$ cat src/rtl/ap_ctrl_driver.sv
// ap_ctrl_driver: initiator for the HLS ap_ctrl_hs block-level handshake.
// Launches cmd_count transactions with up to MAX_OUT in flight.
// Ports: ap_clk/ap_rst_n, cmd_valid/cmd_ready/cmd_count (run request),
//   child_ap_start/child_ap_ready/child_ap_done (child handshake),
//   busy, lat_valid/lat_cycles/lat_index (per transaction),
//   run_done/total_cycles (per run), err/err_code/err_clr (errors).
module ap_ctrl_driver #(
  parameter int CNT_W   = 32,
  parameter int N_W     = 16,
  parameter int MAX_OUT = 4,
  parameter int TIMEOUT = 65535
) (
  input  logic             ap_clk,
  input  logic             ap_rst_n,
  input  logic             cmd_valid,
  output logic             cmd_ready,
  input  logic [N_W-1:0]   cmd_count,
  output logic             child_ap_start,
  input  logic             child_ap_ready,
  input  logic             child_ap_done,
  output logic             busy,
  output logic             lat_valid,
  output logic [CNT_W-1:0] lat_cycles,
  output logic [N_W-1:0]   lat_index,
  output logic             run_done,
  output logic [CNT_W-1:0] total_cycles,
  output logic             err,
  output logic [1:0]       err_code,
  input  logic             err_clr
);

  localparam int PW = (MAX_OUT > 1) ? $clog2(MAX_OUT) : 1;
  localparam int OW = $clog2(MAX_OUT + 1);
  localparam logic [CNT_W-1:0] ONE_C = 1;
  localparam logic [N_W-1:0]   ONE_N = 1;
  localparam logic [PW-1:0]    ONE_P = 1;

  typedef enum logic [1:0] {
    S_IDLE, S_LAUNCH, S_DRAIN, S_ERR
  } state_t;

  state_t           r_state;
  logic             r_cmd_rdy;
  logic [CNT_W-1:0] r_tstamp;
  logic [CNT_W-1:0] r_t0;
  logic [N_W-1:0]   r_rem;
  logic [N_W-1:0]   r_cnt;
  logic [N_W-1:0]   r_cmpl;
  logic [OW-1:0]    r_out;
  logic [PW-1:0]    r_wr;
  logic [PW-1:0]    r_rd;
  logic [CNT_W-1:0] r_mem [2**PW];
  logic [CNT_W-1:0] r_wd;
  logic             r_start;
  logic             r_lat_v;
  logic [CNT_W-1:0] r_lat_c;
  logic [N_W-1:0]   r_lat_i;
  logic             r_run_done;
  logic [CNT_W-1:0] r_total;
  logic             r_err;
  logic [1:0]       r_ecode;

  logic             w_acc;
  logic             w_dn;
  logic             w_live;
  logic             w_active;
  logic             w_cmd;
  logic             w_spur;
  logic             w_byp;
  logic             w_push;
  logic             w_pop;
  logic             w_cmp;
  logic             w_last;
  logic             w_trip;
  logic [CNT_W-1:0] w_wd_inc;
  logic [CNT_W-1:0] w_lat;
  logic [N_W-1:0]   w_rem_nx;
  logic [OW-1:0]    w_out_nx;
  logic             w_start_nx;
  state_t           w_st_nx;
  logic [1:0]       w_ecode;

  assign w_acc    = r_start & child_ap_ready;
  assign w_dn     = child_ap_done;
  assign w_live   = (r_state != S_ERR);
  assign w_active = (r_state == S_LAUNCH) | (r_state == S_DRAIN);
  assign w_cmd    = cmd_valid & r_cmd_rdy;

  // Done with nothing in flight: either bypass (same-cycle accept)
  // or a protocol violation.
  assign w_spur = w_live & w_dn & (r_out == '0) & ~w_acc;
  assign w_byp  = w_live & w_dn & (r_out == '0) & w_acc;
  assign w_push = w_acc & ~w_byp;
  assign w_pop  = w_live & w_dn & (r_out != '0);
  assign w_cmp  = w_pop | w_byp;
  assign w_last = w_cmp & ((r_cmpl + ONE_N) == r_cnt);
  assign w_lat  = w_byp ? '0 : (r_tstamp - r_mem[r_rd]);

  // r_wd restarts at 1 so err shows TIMEOUT cycles after the last event.
  assign w_wd_inc = r_wd + ONE_C;
  assign w_trip   = w_active & ~w_acc & ~w_dn
                  & (w_wd_inc >= CNT_W'(TIMEOUT));

  assign w_rem_nx = (r_state == S_IDLE) ? cmd_count
                  : (r_rem - N_W'(w_acc));
  assign w_out_nx = r_out + OW'(w_push) - OW'(w_pop);

  always_comb begin
    w_st_nx = r_state;
    w_ecode = 2'd0;
    unique case (r_state)
      S_IDLE: begin
        if (w_spur) begin
          w_st_nx = S_ERR;
          w_ecode = 2'd1;
        end else if (w_cmd && cmd_count != '0) begin
          w_st_nx = S_LAUNCH;
        end
      end
      S_LAUNCH, S_DRAIN: begin
        if (w_spur) begin
          w_st_nx = S_ERR;
          w_ecode = 2'd1;
        end else if (w_last) begin
          w_st_nx = S_IDLE;
        end else if (w_trip) begin
          w_st_nx = S_ERR;
          w_ecode = 2'd2;
        end else if (r_state == S_LAUNCH
                     && w_acc && r_rem == ONE_N) begin
          w_st_nx = S_DRAIN;
        end
      end
      S_ERR: begin
        if (err_clr) w_st_nx = S_IDLE;
      end
      default: w_st_nx = S_IDLE;
    endcase
  end

  // A raised start holds until accepted; a new one needs room in flight.
  assign w_start_nx = (w_st_nx == S_LAUNCH)
    & ((r_start & ~w_acc)
       | ((w_rem_nx != '0) & (w_out_nx < OW'(MAX_OUT))));

  always_ff @(posedge ap_clk or negedge ap_rst_n) begin
    if (!ap_rst_n) begin
      r_state    <= S_IDLE;
      r_cmd_rdy  <= 1'b0;
      r_tstamp   <= '0;
      r_t0       <= '0;
      r_rem      <= '0;
      r_cnt      <= '0;
      r_cmpl     <= '0;
      r_out      <= '0;
      r_wr       <= '0;
      r_rd       <= '0;
      r_wd       <= ONE_C;
      r_start    <= 1'b0;
      r_lat_v    <= 1'b0;
      r_lat_c    <= '0;
      r_lat_i    <= '0;
      r_run_done <= 1'b0;
      r_total    <= '0;
      r_err      <= 1'b0;
      r_ecode    <= 2'd0;
    end else begin
      r_state   <= w_st_nx;
      r_cmd_rdy <= (w_st_nx == S_IDLE);
      r_tstamp  <= r_tstamp + ONE_C;
      r_start   <= w_start_nx;

      if (r_state == S_IDLE && w_cmd) begin
        r_t0   <= r_tstamp;
        r_cnt  <= cmd_count;
        r_cmpl <= '0;
      end else if (w_cmp) begin
        r_cmpl <= r_cmpl + ONE_N;
      end

      if ((r_state == S_IDLE && w_cmd) || w_acc)
        r_rem <= w_rem_nx;

      if (r_state == S_ERR && err_clr) begin
        r_out <= '0;
        r_wr  <= '0;
        r_rd  <= '0;
      end else if (w_live) begin
        r_out <= w_out_nx;
        if (w_push) r_wr <= r_wr + ONE_P;
        if (w_pop)  r_rd <= r_rd + ONE_P;
      end

      if (w_active && !(w_acc || w_dn))
        r_wd <= w_wd_inc;
      else
        r_wd <= ONE_C;

      r_lat_v <= w_cmp;
      if (w_cmp) begin
        r_lat_c <= w_lat;
        r_lat_i <= r_cmpl;
      end

      r_run_done <= 1'b0;
      if (r_state == S_IDLE && w_cmd
          && cmd_count == '0 && !w_spur) begin
        r_run_done <= 1'b1;
        r_total    <= '0;
      end else if (w_last && !w_spur) begin
        r_run_done <= 1'b1;
        r_total    <= r_tstamp - r_t0;
      end

      if (r_state == S_ERR && err_clr) begin
        r_err   <= 1'b0;
        r_ecode <= 2'd0;
      end else if (r_state != S_ERR && w_st_nx == S_ERR) begin
        r_err   <= 1'b1;
        r_ecode <= w_ecode;
      end
    end
  end

  always_ff @(posedge ap_clk) begin
    if (w_live && w_push) r_mem[r_wr] <= r_tstamp;
  end

  assign cmd_ready      = r_cmd_rdy;
  assign child_ap_start = r_start;
  assign busy           = w_active;
  assign lat_valid      = r_lat_v;
  assign lat_cycles     = r_lat_c;
  assign lat_index      = r_lat_i;
  assign run_done       = r_run_done;
  assign total_cycles   = r_total;
  assign err            = r_err;
  assign err_code       = r_ecode;

endmodule

$ cat config.mk
export PLATFORM = sky130hd
export DESIGN_NAME = ap_ctrl_driver
export DESIGN_NICKNAME = d
export VERILOG_FILES = /design/src/rtl/ap_ctrl_driver.sv
export SDC_FILE = /design/constraint.sdc
export NUM_CORES = 1
export LEC_CHECK = 0
export CELL_PAD_IN_SITES_DETAIL_PLACEMENT = 2
export CELL_PAD_IN_SITES_GLOBAL_PLACEMENT = 2
export CORE_AREA = 2 2 235 237
export DETAILED_ROUTE_END_ITERATION = 10
export DIE_AREA = 0 0 237 239
export GPL_TIMING_DRIVEN = 0
export PLACE_DENSITY = 0.74
export SKIP_CTS_REPAIR_TIMING = 1
export SYNTH_ARGS = -nofsm -noshare
export SYNTH_HDL_FRONTEND = slang
export SYNTH_SLANG_ARGS = --single-unit
$ cat constraint.sdc
create_clock -name ap_clk -period 4.3 [get_ports ap_clk]
set_input_delay 0.43 -clock ap_clk [delete_from_list [all_inputs] [get_ports ap_clk]]
set_output_delay 0.43 -clock ap_clk [all_outputs]
set_load 0.02 [all_outputs]
# After elaboration in Yosys (flattened, before gate mapping)
# Memories as Yosys holds them, arrays and structs flattened.
# Index checks and enable logic that the tools add are counted.
[op_classes] add_sub_neg=10 magnitude_cmp=2 n_eq_ne=8 n_mux=36 n_bitwise=21 n_reduce_logical=31
[ops] cell="$mux W32" n=4
[ops] cell="$add A32 B1 Y32 const B" n=2
[ops] cell="$sub A32 B32 Y32" n=2
[ops] cell="$mux W16" n=3
[ops] cell="$mux W2" n=18
[ops] cell="$ge A32 B16 Y1 const B" n=1
[ops] cell="$reduce_bool A16 Y1" n=2
[ops] cell="$add A16 B1 Y16 const B" n=1
[ops] cell="$eq A16 B1 Y1 const B" n=1
[ops] cell="$eq A16 B16 Y1" n=1
[ops] cell="$logic_not A16 Y1" n=1
[ops] cell="$sub A16 B1 Y16" n=1
[ops] cell="$and A1 B1 Y1" n=15
[ops] cell="$reduce_bool A2 Y1" n=6
[ops] cell="$logic_and A1 B1 Y1" n=11
[ops] cell="$mux W1" n=7
[ops] cell="$eq A2 B2 Y1 const B" n=3
[ops] cell="$mux W3" n=2
[ops] cell="$pmux W2 S3" n=1
[ops] cell="$add A2 B1 Y2 const B" n=2
[ops] cell="$eq A2 B1 Y1 const B" n=2
[ops] cell="$logic_not A2 Y1" n=2
[ops] cell="$pmux W2 S2" n=1
[ops] cell="$reduce_and A2 Y1" n=2
[ops] cell="11 further kinds" n=17
[totals] register_bits=240 ramBits=128 output_inout_bits=88 elab_cells=128 mem_count=1
[memory_table] memory="r_mem" depth=4 word_bits=32 rd=1 rd_clocked_by_memory_dff=0 write_ports=1 line_no="52" text="logic [CNT_W-1:0] r_mem [2**PW];"

# Logic depth before layout (Yosys ltp)
[logic_depth] ltp_word=13 depth_mapped=16

# Worst setup path before layout
# Ideal clock, no wire load.
[synth_timing] kind="flip-flop to flip-flop" startpoint="register r_rd[0]" endpoint="register r_lat_c[28], in the netlist lat_cycles[28]" t_arrival_ps=4310 required_time_ps=4178 path_slack_ps=-132 path_stages_with_launch=16 path_buffers=2 period_less_slack_ps=4432 path_cell_list="dfrtp_1 > clkbuf_1 > buf_1 > mux4_2 > ha_1 > fa_1 > nor2b_1 > o21ai_0 > a21boi_0 > o22ai_1 > a211o_1 > a2111oi_0 > o21bai_1 > a31oi_1 > o21ai_0 > a32o_1"
[synth_between] elab_chain_cells=3
[synth_rtl] item="start, declared" line_no="51" text="logic [PW-1:0] r_rd;"
[synth_rtl] item="start signal, assigned" line_no="191" text="if (w_pop) r_rd <= r_rd + ONE_P;"
[synth_rtl] item="$mem_v2 Z4 W32"
[synth_rtl] item="$sub A32 B32 Y32" line_no="97" text="assign w_lat = w_byp ? '0 : (r_tstamp - r_mem[r_rd]);"
[synth_rtl] item="$mux W32" line_no="97"
[synth_rtl] item="end signal, assigned" line_no="201" text="r_lat_c <= w_lat;"
[synth_rtl] item="end, declared" line_no="56" text="logic [CNT_W-1:0] r_lat_c;"
# Every way passes these cells.
# A chain may end at the register's enable or synchronous reset.

# Worst setup path in the final report
[layout_timing] startpoint="register r_rd[1]" endpoint="register r_lat_c[28], in the netlist lat_cycles[28]"
# The elaborated chain is that of the path after synthesis.

==> qor.csv <==
stage,metric,value,unit
min_path,hp-class,in2reg,
clocking,root_buffer,clkbuf_16,
synth,seq_area_frac_synth,0.511,
clocking,cts_tree,built,
clocking,cts-buffers-inserted,45,
setup_path,cpMaxStageDelayCell,a2111oi_2,
synth,synth.avg_cell_area,10.3,µm²
placed_design,dpl.cell_count,2697,
detailed_routing,via_per_inst,5.43,
timing,grt_setup_unrepaired,true,
synth,synthTopCellsByArea,"dfrtp_1 (31%), edfxtp_1 (20%), nand2_1 (5.3%)",
die,core.rowCount,86,
synth,yosysTopAreaCell,dfrtp_1,
timing,relSlewSlack,0.377,
clocking,h-tree-depth,2,
clocking,clkLatencyLatePin,600,ps
pwr,power_leakage,0.00952,µW
setup_path,cp.required,4770,ps
synth,synth_edf_count,128,
synth,synthDistinctLibCells,85,
synth,ys.warnings.count,0,
setup_path,cp_cell_sequence,clkbuf_1 > mux4_2 > inv_1 > ha_1 > a21o_1 > a21oi_1 > o21bai_1 > a2111oi_2 > a2111oi_4 > o21bai_2 > a31oi_2 > or3_1 > a32o_1,
final_layout,drive_gt1_frac,0.0814,
die,ios,110,
global_route,globalRouteOverflowTotal,0,
clocking,cts.sinks,368,
detailed_routing,ant_nets,0,
timing,max_slew.worst_pin.slew,935,ps
timing,final_max_slew_viol_count,0,
timing,finalSetupTns,0,ps
timing,finalClockSkew,19.9,ps
placed_design,port_buffers,108,
synth,synth_seq_cells,368,
outcome,status,finished clean,
setup_path,critPathKind,reg2reg,
synth,synthFlopType,dfrtp_1,
clocking,clkTransAtPathRegs,60,ps
final_layout,nFillCells,5728,
die,die_w,237,µm
detailed_routing,drc,0,
final_layout,fin_nets,2142,
timing,finalCritPeriodShare,0.970,
setup_path,slowest_delay,650,ps
placed_design,place_hpwl,43.4,mm
synth,synth_area,0.0193,mm²
timing,fmax,0.240,GHz
synth,synth_top_area_frac,0.310,
pwr,ir_drop,296,µV
clocking,cts_buffer_depth,3,
synth,synth.net_count,1981,
final_layout,ff_latch_area,0.00985,mm²
pwr,power.density,585,mW/mm²
final_layout,final_cell_mix,"nand2_1 (270), dfrtp_1 (237), nor2_1 (136)",
setup_path,critical_path_arrival,4640,ps
die,dieArea,0.0566,mm²
final_layout,syn2layout_area_growth,19.5,%
global_route,grt_pass1_vias,16976,
placed_design,place_congestion,0.856,
timing,post-route-min-period,4170,ps
final_layout,multiInputGateArea,0.00882,mm²
global_route,grt_pass1_wl,97.2,mm
global_route,antenna_found_initial,0,
detailed_routing,first_pass_iters,4,
final_layout,n_antenna_cell,0,
setup_path,startpoint_type,flop,
timing,setup_viol,0,
die,initial_core_util,0.355,
setup_path,critPathMaxFanout,10,
die,die_h,239,µm
global_route,grt.total_usage,0.219,
run,max_cap_violations,0,
detailed_routing,drt_iter0_markers,655,
timing,finalHoldViolations,0,
setup_path,end_kind,flop,
die,coreArea,0.0543,mm²
detailed_routing,wl_per_cell,21.8,µm
global_route,grt_max_degree,111,
synth,async_flop_share,0.652,
detailed_routing,vias,15105,
synth,synth_cells,1879,
final_layout,final_common_cell,nand2_1,
detailed_routing,wirelength,60.5,mm
final_layout,fin_cells,2781,
-- synthesized netlist by cell type, types with 10 or more instances --
cell and count:
nand2_1 270, dfrtp_1 239, nor2_1 136, edfxtp_1 128
o21ai_0 120, a21oi_1 99, inv_1 99, xnor2_1 92
ha_1 77, clkbuf_1 63, nand3_1 54, xor2_1 48
nor3_1 45, a21o_1 35, mux4_2 32, and3_1 27
nor2b_1 24, or3_1 21, mux2i_1 17, nor4_1 17
nand4_1 16, o21a_1 14, o22ai_1 12, a31oi_1 11
nand2b_1 11, and2_1 10
-- sequential cells by signal, indices dropped and copies added (netlist names), 2 cells and up --
| name | count |
|---|---|
| r_out | 3 |
| err_code | 2 |
| r_wd | 32 |
| lat_index | 16 |
| r_t0 | 32 |
| r_state | 2 |
| lat_cycles | 32 |
| r_mem | 128 |
| r_tstamp | 32 |
| total_cycles | 32 |
| r_cnt | 16 |
| r_cmpl | 16 |
| r_rem | 16 |
| r_rd | 2 |
| r_wr | 2 |
-- area by class of cell --
cell class,count,area share
clock inverter,20,0.0110
sequential,368,0.428
tap,704,0.0382
buffer,78,0.0146
timing repair buffer,116,0.0538
inverter,103,0.0168
multi-input combinational,1328,0.383
clock buffer,64,0.0550
-- through the flow --
| step | total power [µW] | util | hold slack (ps) | instance area (µm²) | setup slack [ps] |
|---|---|---|---|---|---|
| 2_1_floorplan | 7670 | - | 134 | 19300 | 99.2 |
| 3_3_place_gp | 9330 | 0.391 | 449 | 21200 | -8390 |
| 3_5_place_dp | 9540 | 0.394 | 350 | 21400 | -1190 |
| 4_1_cts | 13600 | 0.422 | -302 | 22900 | -1250 |
| 5_1_grt | 14300 | 0.424 | 321 | 23000 | -59.6 |
| 6_report | 13500 | 0.424 | 301 | 23000 | 130 |
-- worst max-delay path, delay by kind of cell, from the launching register on --
kind | cells | cell delay [ps]
compound gates | 8 | 1890
buf+inv | 2 | 680
flops | 1 | 450
mux | 1 | 400
simple gates | 1 | 320
fa+ha+maj | 1 | 280
-- per-layer routing --
metal	up-vias	GRT usage	routed length, µm
li1	6968	-	-
met5	-	0	0
met4	0	0.0696	1720
met2	238	0.383	30400
met3	95	0.0368	2180
met1	7804	0.276	26200
-- cells by family after synthesis --
| group | after synthesis | synth area share |
|---|---|---|
| buf+inv | 183 | 0.0363 |
| fa+ha+maj | 80 | 0.0531 |
| mux | 51 | 0.0474 |
| simple gates | 673 | 0.164 |
| xor+xnor | 140 | 0.0636 |
| compound gates | 384 | 0.125 |
| flops | 368 | 0.511 |
-- report_power, final --
group / switching, µW / internal (µW)
Combinational: 2890 / 1980
Sequential: 469 / 4180
Clock: 1600 / 2360
-- worst paths after layout --
kind | depth (start not counted) | slack [ps] | endpoint | start
max | 13 | 130 | lat_cycles[28] | r_rd[1]
min | 2 | 300 | r_out[0] | err_clr
max reg2reg | 13 | 130 | lat_cycles[28] | r_rd[1]
min reg2reg | 2 | 470 | lat_index[8] | lat_index[8]
max in group asynchronous | 3 | 3030 | total_cycles[29] | ap_rst_n
min in group asynchronous | 2 | 320 | r_wd[27] | ap_rst_n
Note: power is estimated with default switching activity, not from simulation.
